File: config.mk
export PLATFORM = sky130hd
export DESIGN_NAME = int_request_unit
export DESIGN_NICKNAME = d
export VERILOG_FILES = /design/src/rtl/int_pkg.sv /design/src/rtl/int_prio_enc.sv /design/src/rtl/int_reg.sv /design/src/rtl/int_request_unit.sv
export SDC_FILE = /design/constraint.sdc
export NUM_CORES = 1
export LEC_CHECK = 0
export CAP_MARGIN = 30
export CELL_PAD_IN_SITES_DETAIL_PLACEMENT = 0
export CELL_PAD_IN_SITES_GLOBAL_PLACEMENT = 2
export CORE_ASPECT_RATIO = 0.9
export CORE_UTILIZATION = 27
export CTS_CLUSTER_DIAMETER = 120
export DETAILED_ROUTE_END_ITERATION = 12
export PLACE_DENSITY = 0.88
export REMOVE_ABC_BUFFERS = 1
export SLEW_MARGIN = 40
export SYNTH_ARGS = -nofsm -noshare
export SYNTH_HDL_FRONTEND = slang
export SYNTH_SLANG_ARGS = --single-unit
File: constraint.sdc
create_clock -name clk -period 3.5 [get_ports clk]
set_clock_uncertainty 0.2 [all_clocks]
set_input_delay 1.05 -clock clk [delete_from_list [all_inputs] [get_ports clk]]
set_output_delay 1.05 -clock clk [all_outputs]
set_load 0.1 [all_outputs]
File: src/rtl/int_pkg.sv
// Shared definitions for the interrupt request unit: FSM encoding, default
// line count and vector base, and the source-id type used to tag the winner.
package int_pkg;

    localparam int NUM_LINES_DEF = 8;
    localparam logic [7:0] HW_VEC_BASE_DEF = 8'h20;

    // Source id: hardware lines use their index 0..NUM_LINES-1; the all-ones
    // code marks the software slot, so the width must leave room for it.
    localparam int SRC_ID_W = $clog2(NUM_LINES_DEF + 1);
    typedef logic [SRC_ID_W-1:0] src_id_t;
    localparam src_id_t SRC_SW = '1;

    typedef enum logic [1:0] {
        ST_IDLE  = 2'd0,
        ST_ARMED = 2'd1,
        ST_GAP   = 2'd2
    } state_t;

endpackage

File: src/rtl/int_prio_enc.sv
// Combinational fixed-priority encoder: lowest-numbered set bit wins.
module int_prio_enc #(
    parameter int N = 8,
    parameter int IDX_W = (N > 1) ? $clog2(N) : 1
) (
    input  logic [N-1:0]     eligible,
    output logic             any,
    output logic [IDX_W-1:0] index
);

    // Scan from the top down so the lowest eligible index is the last write.
    always_comb begin
        any   = 1'b0;
        index = '0;
        for (int i = N - 1; i >= 0; i--) begin
            if (eligible[i]) begin
                any   = 1'b1;
                index = IDX_W'(i);
            end
        end
    end

endmodule

File: src/rtl/int_reg.sv
// Generic enabled register with asynchronous active-high reset.
module int_reg #(
    parameter int W = 1,
    parameter logic [W-1:0] RST_VAL = '0
) (
    input  logic         clk,
    input  logic         reset,
    input  logic         en,
    input  logic [W-1:0] d,
    output logic [W-1:0] q
);

    // Load d when enabled; reset forces the reset value immediately.
    always_ff @(posedge clk or posedge reset) begin
        if (reset) begin
            q <= RST_VAL;
        end else if (en) begin
            q <= d;
        end
    end

endmodule

File: src/rtl/int_request_unit.sv
// Interrupt request unit: edge-detects hardware lines, buffers one software
// INT n request, picks a winner and holds it armed until int_controller
// reports it serviced, then inserts one idle gap cycle.
module int_request_unit
    import int_pkg::*;
#(
    parameter int NUM_LINES = NUM_LINES_DEF,
    parameter logic [7:0] HW_VEC_BASE = HW_VEC_BASE_DEF,
    parameter logic [31:0] IDT_BASE = 32'h0000_0000
) (
    input  logic                 clk,
    input  logic                 reset,
    input  logic [NUM_LINES-1:0] int_lines,
    input  logic [NUM_LINES-1:0] line_mask,
    input  logic                 if_flag,
    input  logic                 sw_int_valid,
    input  logic [7:0]           sw_int_vector,
    output logic                 sw_int_ready,
    input  logic                 int_clear,
    output logic                 or_int_vec,
    output logic [7:0]           int_vector,
    output logic [31:0]          idt_address,
    output logic [NUM_LINES-1:0] pending
);

    localparam int LINE_W = (NUM_LINES > 1) ? $clog2(NUM_LINES) : 1;

    logic [NUM_LINES-1:0] prev_lines;
    logic [NUM_LINES-1:0] rise;
    logic [NUM_LINES-1:0] pending_next;
    logic [NUM_LINES-1:0] hw_clear;
    logic [NUM_LINES-1:0] hw_eligible;

    logic                 sw_pending;
    logic                 sw_pending_next;
    logic                 sw_accept;
    logic [7:0]           sw_vector;

    logic [1:0]           state;
    state_t               state_next;

    src_id_t              cap_src;
    src_id_t              cap_src_next;
    logic [7:0]           cap_vector;
    logic [7:0]           cap_vector_next;

    logic                 any_hw;
    logic [LINE_W-1:0]    hw_index;
    logic                 any_req;
    logic                 capture_en;
    logic                 clear_en;
    logic                 armed;

    // ---------------- hardware line edge detect and pending bits ----------
    // prev_lines resets to all ones so a line held high across reset release
    // is not mistaken for a fresh edge.
    int_reg #(.W(NUM_LINES), .RST_VAL({NUM_LINES{1'b1}})) u_prev (
        .clk(clk), .reset(reset), .en(1'b1), .d(int_lines), .q(prev_lines)
    );

    assign rise = int_lines & ~prev_lines;

    // Clear only the captured hardware source; a new edge on the same cycle wins.
    genvar gi;
    generate
        for (gi = 0; gi < NUM_LINES; gi++) begin : g_line
            assign hw_clear[gi]     = clear_en && (cap_src == SRC_ID_W'(gi));
            assign pending_next[gi] = rise[gi] | (pending[gi] & ~hw_clear[gi]);
            assign hw_eligible[gi]  = pending[gi] & ~line_mask[gi] & if_flag;
        end
    endgenerate

    int_reg #(.W(NUM_LINES)) u_pending (
        .clk(clk), .reset(reset), .en(1'b1), .d(pending_next), .q(pending)
    );

    // ---------------- software slot ---------------------------------------
    // Ready comes from the registered flag, so a slot freed by int_clear
    // cannot accept a new request in that same cycle.
    assign sw_int_ready    = ~sw_pending;
    assign sw_accept       = sw_int_valid & ~sw_pending;
    assign sw_pending_next = sw_accept | (sw_pending & ~(clear_en && (cap_src == SRC_SW)));

    int_reg #(.W(1)) u_sw_pending (
        .clk(clk), .reset(reset), .en(1'b1), .d(sw_pending_next), .q(sw_pending)
    );

    int_reg #(.W(8)) u_sw_vector (
        .clk(clk), .reset(reset), .en(sw_accept), .d(sw_int_vector), .q(sw_vector)
    );

    // ---------------- arbitration -----------------------------------------
    int_prio_enc #(.N(NUM_LINES), .IDX_W(LINE_W)) u_prio (
        .eligible(hw_eligible),
        .any(any_hw),
        .index(hw_index)
    );

    // Software slot outranks every hardware line.
    assign any_req         = sw_pending | any_hw;
    assign cap_src_next    = sw_pending ? SRC_SW : SRC_ID_W'(hw_index);
    assign cap_vector_next = sw_pending ? sw_vector : HW_VEC_BASE + 8'(hw_index);

    int_reg #(.W(SRC_ID_W)) u_cap_src (
        .clk(clk), .reset(reset), .en(capture_en), .d(cap_src_next), .q(cap_src)
    );

    int_reg #(.W(8)) u_cap_vector (
        .clk(clk), .reset(reset), .en(capture_en), .d(cap_vector_next), .q(cap_vector)
    );

    // ---------------- FSM --------------------------------------------------
    // State register.
    int_reg #(.W(2), .RST_VAL(ST_IDLE)) u_state (
        .clk(clk), .reset(reset), .en(1'b1), .d(state_next), .q(state)
    );

    // Next-state logic; the unused encoding recovers to IDLE.
    always_comb begin
        state_next = ST_IDLE;
        case (state)
            ST_IDLE:  state_next = any_req ? ST_ARMED : ST_IDLE;
            ST_ARMED: state_next = int_clear ? ST_GAP : ST_ARMED;
            ST_GAP:   state_next = ST_IDLE;
            default:  state_next = ST_IDLE;
        endcase
    end

    // Output decode: arm/capture in IDLE, service-clear only while ARMED.
    always_comb begin
        armed      = 1'b0;
        capture_en = 1'b0;
        clear_en   = 1'b0;
        case (state)
            ST_IDLE:  capture_en = any_req;
            ST_ARMED: begin
                armed    = 1'b1;
                clear_en = int_clear;
            end
            default: ;
        endcase
    end

    assign or_int_vec  = armed;
    assign int_vector  = cap_vector;
    assign idt_address = IDT_BASE + {21'd0, cap_vector, 3'd0};

endmodule

# ---- Word-level counts from Yosys, hierarchy flattened
# Index checks and enable logic that the tools add are counted.
dict set report totals {
  ff_bits 39
  out_inout_bits 50
  wordCells 108
}
dict set report classes {
  n_addsub 1
  n_eq_ne 9
  n_mux 24
  n_bitwise 56
  n_reduce_logical 11
}
# op n
set op_table {}
lappend op_table {{$and 1x1->1} 26}
lappend op_table {{$mux 3} 8}
lappend op_table {{$not 1->1} 18}
lappend op_table {{$eq 4x3->1 const B} 4}
lappend op_table {{$mux 1} 12}
lappend op_table {{$or 1x1->1} 10}
lappend op_table {{$logic_and 1x1->1} 9}
lappend op_table {{$and 8x8->8} 1}
lappend op_table {{$eq 4x2->1 const B} 2}
lappend op_table {{$mux 8} 1}
lappend op_table {{$not 8->8} 1}
lappend op_table {{$add 6x3->7 const A} 1}
lappend op_table {{$eq 4x1->1 const B} 1}
lappend op_table {{$eq 4x4->1 const B} 1}
lappend op_table {{$logic_not 4->1} 1}
lappend op_table {{$mux 4} 1}
lappend op_table {{$pmux 2 s2} 1}
lappend op_table {{$eq 2x1->1 const B} 1}
lappend op_table {{$logic_not 2->1} 1}
lappend op_table {{$mux 2} 1}

# ---- Logic depth before layout (Yosys ltp)
# Gate-level depths: netlist (run 1).
dict set report depth {
  ltp_word 14
  depth_mapped 6
  ltp_nobuf 6
}

# ---- By module
# Synthesis (run 1) repeated with hierarchy kept, for this count alone.
dict set report unflattened {
  cells_unflattened 204
  area_unflattened_um2 2356.0
}
# module n_inst cells_each area_each_um2 seq_area_each_um2
set modules_own_cells {}
lappend modules_own_cells {{int_reg at u_cap_vector ...} 3 18 335.3 200.2}
lappend modules_own_cells {int_request_unit 1 102 655.6 0.0}
lappend modules_own_cells {{int_reg at u_prev} 1 18 345.3 210.2}
lappend modules_own_cells {{int_reg at u_cap_src} 1 9 148.9 100.1}
lappend modules_own_cells {int_prio_enc 1 13 80.1 0.0}
lappend modules_own_cells {{int_reg at u_state} 1 5 76.3 50.0}
lappend modules_own_cells {{int_reg at u_sw_pending} 1 3 43.8 25.0}

# ---- Least setup slack after synthesis (run 1)
# OpenSTA, ideal clock, no wires.
dict set report synth_path {
  path_type {reg2out}
  start {register u_cap_vector.q[3]}
  end {output int_vector[3]}
  arrival_ns 1.340
  required_ns 2.250
  path_slack_ns 0.910
  stages_incl_launch_ff 2
  cell_sequence {dfrtp_1 buf_4}
}
# item line
set synth_lines {}
lappend synth_lines {{from (decl)} int_reg.sv:10} ;# output logic [W-1:0] q
lappend synth_lines {{from (signal assigned)} int_reg.sv:16} ;# q <= RST_VAL;
lappend synth_lines {{from (signal assigned)} int_reg.sv:18} ;# q <= d;
lappend synth_lines {{to (decl)} int_request_unit.sv:21} ;# output logic [7:0] int_vector,
# No word-level cell between the ends.

# ---- Worst setup path in the final report (run 1)
dict set report layout_path {
  start {input line_mask[0]}
  end {register u_cap_vector.q[0]}
}
dict set report layout_via {
  elab_chain_len 6
}
# item line
set layout_rtl {}
lappend layout_rtl {{from (decl)} int_request_unit.sv:14} ;# input logic [NUM_LINES-1:0] line_mask,
lappend layout_rtl {{$not 1->1 (*)} int_request_unit.sv:69} ;# assign hw_eligible[gi] = pending[gi] & ~line_mask[gi] & if_flag;
lappend layout_rtl {{$and 1x1->1 (*) (2 in series)} int_request_unit.sv:69}
lappend layout_rtl {{$mux 3 or $mux 1 (tied branches)} int_prio_enc.sv:16} ;# if (eligible[i]) begin
lappend layout_rtl {{$add 6x3->7 or $or 1x1->1 (tied branches)} {int_request_unit.sv:102, int_request_unit.sv:100}}
lappend layout_rtl {{$mux 8 or $mux 1 (tied branches)} {int_request_unit.sv:102, int_request_unit.sv:134}}
# Every way passes the cells marked *; elsewhere a longest branch is shown, timed or not.
# A chain may end at the register's enable or synchronous reset.

==> results of run 1 <==
-- layer usage --
layer  vias to the layer above  global-route usage [%]  wire (um)
met5                         -                       0          0
met2                        39                    17.9       1840
met1                       625                    14.0       1830
li1                        644                       -          -
met4                         0                    3.87         36
met3                         4                    3.24        175
-- layout make-up --
type | count | share of cell area [%]
timing repair buffer | 57 | 20.4
clock inverter | 3 | 1.79
clock buffer | 5 | 2.82
inverter | 15 | 2.31
sequential | 39 | 40.4
multi-input combinational | 111 | 27.7
tap | 90 | 4.61
-- stage by stage --
stage	cell area (um^2)	setup slack (ps)
floorplan	1720	756
global placement	2330	483
detailed placement	2330	430
CTS	2440	745
global route	2440	703
finish	2440	761
-- cell families (layout without fill, tap and decap cells) --
family | Yosys count | in the layout | share of synthesized area (%)
buffers and inverters | 50 | 80 | 16.7
other | 1 | 24 | 0.198
AOI/OAI and AO/OA | 42 | 42 | 15.1
muxes | 9 | 9 | 5.29
and+or+nand+nor | 36 | 36 | 10.6
DFF | 39 | 39 | 52.1
-- sequential cells by signal (all words and copies together), names as in the netlist --
signal	cells
u_cap_vector.q	8
u_pending.q	8
u_prev.q	8
u_sw_vector.q	8
u_cap_src.q	4
u_state.q	2
u_sw_pending.q	1
-- cells in the mapped netlist (2+ instances only) --
library cell / number
buf_4: 32
dfrtp_1: 31
o21ai_0: 17
inv_1: 15
nand2b_1: 11
dfstp_2: 8
mux2_2: 8
nand2_1: 6
nor2_1: 6
nor2b_1: 6
a21oi_1: 5
a22o_1: 4
o31ai_1: 4
a41oi_1: 2
nor3_1: 2
o21ai_1: 2
-- worst max path at each step --
| stage | endpoint | slack (ps) | depth (start not counted) |
|---|---|---|---|
| after CTS | u_cap_vector.q[0]$_DFFE_PP0P_ | 740 | 6 |
| after floorplan | idt_address[10] | 760 | 0 |
| after global placement | u_cap_vector.q[0]$_DFFE_PP0P_ | 480 | 6 |
| after global routing | u_cap_vector.q[0]$_DFFE_PP0P_ | 700 | 6 |
| after detailed placement | u_cap_vector.q[0]$_DFFE_PP0P_ | 430 | 6 |
| final | u_cap_vector.q[0]$_DFFE_PP0P_ | 760 | 6 |
-- critical path: stages --
cell and delay [ps]:
clkdlybuf4s50_1 520, nor2b_4 50, o41a_1 470, o31ai_4 220, buf_4 230, mux2i_1 200
==> results_dict.tcl, run 1 <==
set metrics [dict create \
    cts_resized 0 \
    grt_overflow_total 0 \
    post-place-cells 312 \
    ys_seq_elements 39 \
    r2r-end "u_cap_vector.q[0]$_DFFE_PP0P_" \
    grt_max_degree 40 \
    route.detailed.wl_per_inst_um 12.1 \
    holdBufCountCts 0 \
    whs_path_depth 1 \
    place.gp.congestion 0.745 \
    synthCells 177 \
    die_area_um2 7350 \
    vias_per_cell 4.10 \
    post_cts_buffers 0 \
    areaGrowthSynthToFinish_pct 29.0 \
    period_share_pct 78.3 \
    yosys_most_used_dff "dfrtp_1" \
    setup_viol 0 \
    nets 258 \
    drive_gt1_share_pct 23.9 \
    yosysSeqAreaShare_pct 52.1 \
    end_kind "flop" \
    grtUsageTotal_pct 11.0 \
    synth_area_um2 1890 \
    slew_headroom_pct 58.4 \
    reg2reg_slack_ps 1540 \
    cts_made_buffers 5 \
    synth_edf_count 0 \
    n_antenna_cell 0 \
    ys_types 34 \
    crit_type "input pin to flop" \
    nFillCells 686 \
    r2r_start "u_pending.q[1]$_DFF_PP0_" \
    startpoint_type "input pin" \
    clk_latency_ps 300 \
    ff_latch_area_um2 986 \
    worstMarginPinSlew_ps 619 \
    grt_pass1_wl_um 6150 \
    dp_hpwl_um 2940 \
    required_ps 3520 \
    grt_antenna_before_repair 0 \
    status "finished, final reports clean" \
    tns_ps 0 \
    multi_input_area_um2 677 \
    holdPathEnd "u_cap_vector.q[6]$_DFFE_PP0P_" \
    clock-sinks 39 \
    cts_root_buffer "clkbuf_8" \
    initial_core_util_pct 28.3 \
    cap_viol_max_count 0 \
    critPathMaxFanout 15 \
    dr.pass1.iters 4 \
    cts_max_level 2 \
    yosysTopAreaCell "dfrtp_1" \
    final_cell_mix "31 x dfrtp_1, 29 x buf_4, 28 x clkdlybuf4s50_1, 24 x conb_1, 17 x o21ai_0" \
    whs_ps 287 \
    rsz0062_at_grt "false" \
    synth.avg_cell_area_um2 10.7 \
    maxSlewViolCount 0 \
    ios 79 \
    grt_pass1_vias 1255 \
    die_width_um 90.3 \
    max_freq_ghz 0.365 \
    cts_buffer_depth 2 \
    min_path_type "flop to flop" \
    route.antenna.remaining_nets 0 \
    drt-initial-drc-count 64 \
    period_minus_slack_ps 2740 \
    crit_arrival_ps 2760 \
    drt_wl_total_um 3880 \
    fp.dieH_um 81.4 \
    hold_viol 0 \
    stdcell_count 320 \
    path_clk_slew_ps 90 \
    cts_tree "built" \
    portBuffers 54 \
    holdCritStartpoint "u_sw_vector.q[6]$_DFFE_PP0P_" \
    synth_area_leaders "dfrtp_1 41%, buf_4 13%, dfstp_2 11%" \
    row_count 28 \
    netlist.area_leader.share_pct 41.0 \
    critPathLaunch "line_mask[0]" \
    core_um2 6690 \
    drc 0 \
    ff2ff_path_depth 5 \
    via_count 1312 \
    async_flop_share_pct 100 \
    layout_commonest_cell "dfrtp_1" \
    ys.warnings.count 0 \
    postLayoutCoreUtil_pct 36.5 \
]
Power of run 1 is not shown: default switching activity piles up to over one toggle a cycle in this logic, so the estimate is an artifact.
==> inputs of run 2 (changes only) <==
- CORE_UTILIZATION: 27 -> 25
- PLACE_DENSITY: 0.88 -> 0.83
- clock period: 3.5 -> 2.6 ns (I/O delays scaled with it)
==> run 2 against run 1 <==
  * Sequential cell count unchanged
  * Via count up 3.9%
  * Wire length increased by 1.5%
  * Non-clock buffer count rose by 8
  * Core utilization decreased by 1.3 points
  * Die area increased by 7.8%
  * Critical endpoint is now u_cap_vector.q[1]$_DFFE_PP0P_
  * Highest routed layer unchanged
==> results_dict.tcl, run 2 (synthesis results as in run 1) <==
set metrics [dict create \
    status "finished, final reports clean" \
    route.detailed.wl_per_inst_um 11.9 \
    period_share_pct 94.4 \
    drc 0 \
    slew_headroom_pct 58.1 \
    place_area_um2 2420 \
    portBuffers 54 \
    n_antenna_cell 0 \
    initial_core_util_pct 26.3 \
    ff2ff_path_depth 6 \
    cts_made_buffers 5 \
    rsz0062_at_grt "false" \
    row_count 29 \
    clk_latency_ps 290 \
    drt-initial-drc-count 40 \
    grt_pass1_wl_um 6260 \
    grt_overflow_total 0 \
    cts_max_level 2 \
    cap_viol_max_count 0 \
    required_ps 2600 \
    cts_root_buffer "clkbuf_8" \
    nets 266 \
    cts_tree "built" \
    die_area_um2 7920 \
    tns_ps 0 \
    postLayoutCoreUtil_pct 35.2 \
    setup_viol 0 \
    whs_ps 302 \
    hold_viol 0 \
    clock-sinks 39 \
    grt_max_degree 40 \
    whs_path_depth 1 \
    startpoint_type "input pin" \
    r2r_start "u_pending.q[0]$_DFF_PP0_" \
    fp.dieH_um 84.6 \
    final_cell_mix "35 x buf_4, 31 x dfrtp_1, 28 x clkdlybuf4s50_1, 24 x conb_1, 17 x o21ai_0" \
    critPathMaxFanout 9 \
    cts_resized 0 \
    areaGrowthSynthToFinish_pct 33.6 \
    holdPathEnd "u_cap_vector.q[3]$_DFFE_PP0P_" \
    dr.pass1.iters 4 \
    reg2reg_slack_ps 650 \
    crit_type "input pin to flop" \
    dp_hpwl_um 3060 \
    design_area_um2 2530 \
    via_count 1363 \
    crit_arrival_ps 2450 \
    post_cts_buffers 0 \
    nFillCells 748 \
    layout_commonest_cell "buf_4" \
    end_kind "flop" \
    ios 79 \
    r2r-end "u_cap_vector.q[1]$_DFFE_PP0P_" \
    place.gp.congestion 0.769 \
    holdBufCountCts 0 \
    vias_per_cell 4.12 \
    max_freq_ghz 0.408 \
    route.antenna.remaining_nets 0 \
    holdCritStartpoint "u_sw_vector.q[3]$_DFFE_PP0P_" \
    grt_antenna_before_repair 0 \
    drive_gt1_share_pct 26.1 \
    maxSlewViolCount 0 \
    grtUsageTotal_pct 10.5 \
    drt_wl_total_um 3940 \
    worstMarginPinSlew_ps 623 \
    grt_pass1_vias 1298 \
    min_path_type "flop to flop" \
    path_clk_slew_ps 80 \
    cts_buffer_depth 2 \
    period_minus_slack_ps 2450 \
    die_width_um 93.7 \
    core_um2 7180 \
]
[run 2: routing by layer]
layer  vias to the layer above  global-route usage [%]  part of all wire, %
li1                        665                       -                    -
met1                       647                    14.2                   46
met2                        43                    15.9                   47
met3                         8                    2.90                  5.7
met4                         0                    3.78                  1.5
met5                         -                       0                    0
[run 2: how the worst max path moves through the flow]
| stage | slack (ps) | end | startpoint |
|---|---|---|---|
| 3_3_place_gp | -90 | u_cap_vector.q[2]$_DFFE_PP0P_ | line_mask[0] |
| 6_report | 150 | u_cap_vector.q[1]$_DFFE_PP0P_ | line_mask[0] |
| 2_1_floorplan | 130 | idt_address[10] | u_cap_vector.q[7]$_DFFE_PP0P_ |
| 3_5_place_dp | -120 | u_cap_vector.q[5]$_DFFE_PP0P_ | line_mask[0] |
| 4_1_cts | 160 | u_cap_vector.q[1]$_DFFE_PP0P_ | line_mask[0] |
| 5_1_grt | 80 | u_cap_src.q[1]$_DFFE_PP0P_ | line_mask[0] |
[run 2: area by class of cell]
type / count / area [um^2] / share of cell area, %
Clock buffer: 6 / 72.6 / 2.87
Clock inverter: 2 / 37.5 / 1.48
Inverter: 15 / 56.3 / 2.23
Multi-Input combinational cell: 111 / 677 / 26.8
Sequential cell: 39 / 986 / 39.0
Tap cell: 93 / 116 / 4.60
Timing Repair Buffer: 65 / 583 / 23.1
[run 2: critical path, cell delays in order]
cell and delay, ps:
clkdlybuf4s50_1 530, nor2b_4 60, o41a_1 470, o31ai_4 270, buf_4 210, nand2_1 70, o31ai_1 60
[run 2: through the flow]
step / instances / worst slack (ps)
after floorplan: 165 / 126
after global placement: 323 / -92.6
after detailed placement: 323 / -124
after CTS: 331 / 160
after global routing: 331 / 82.4
final: 331 / 146
Power of run 2 is left out for the same reason.
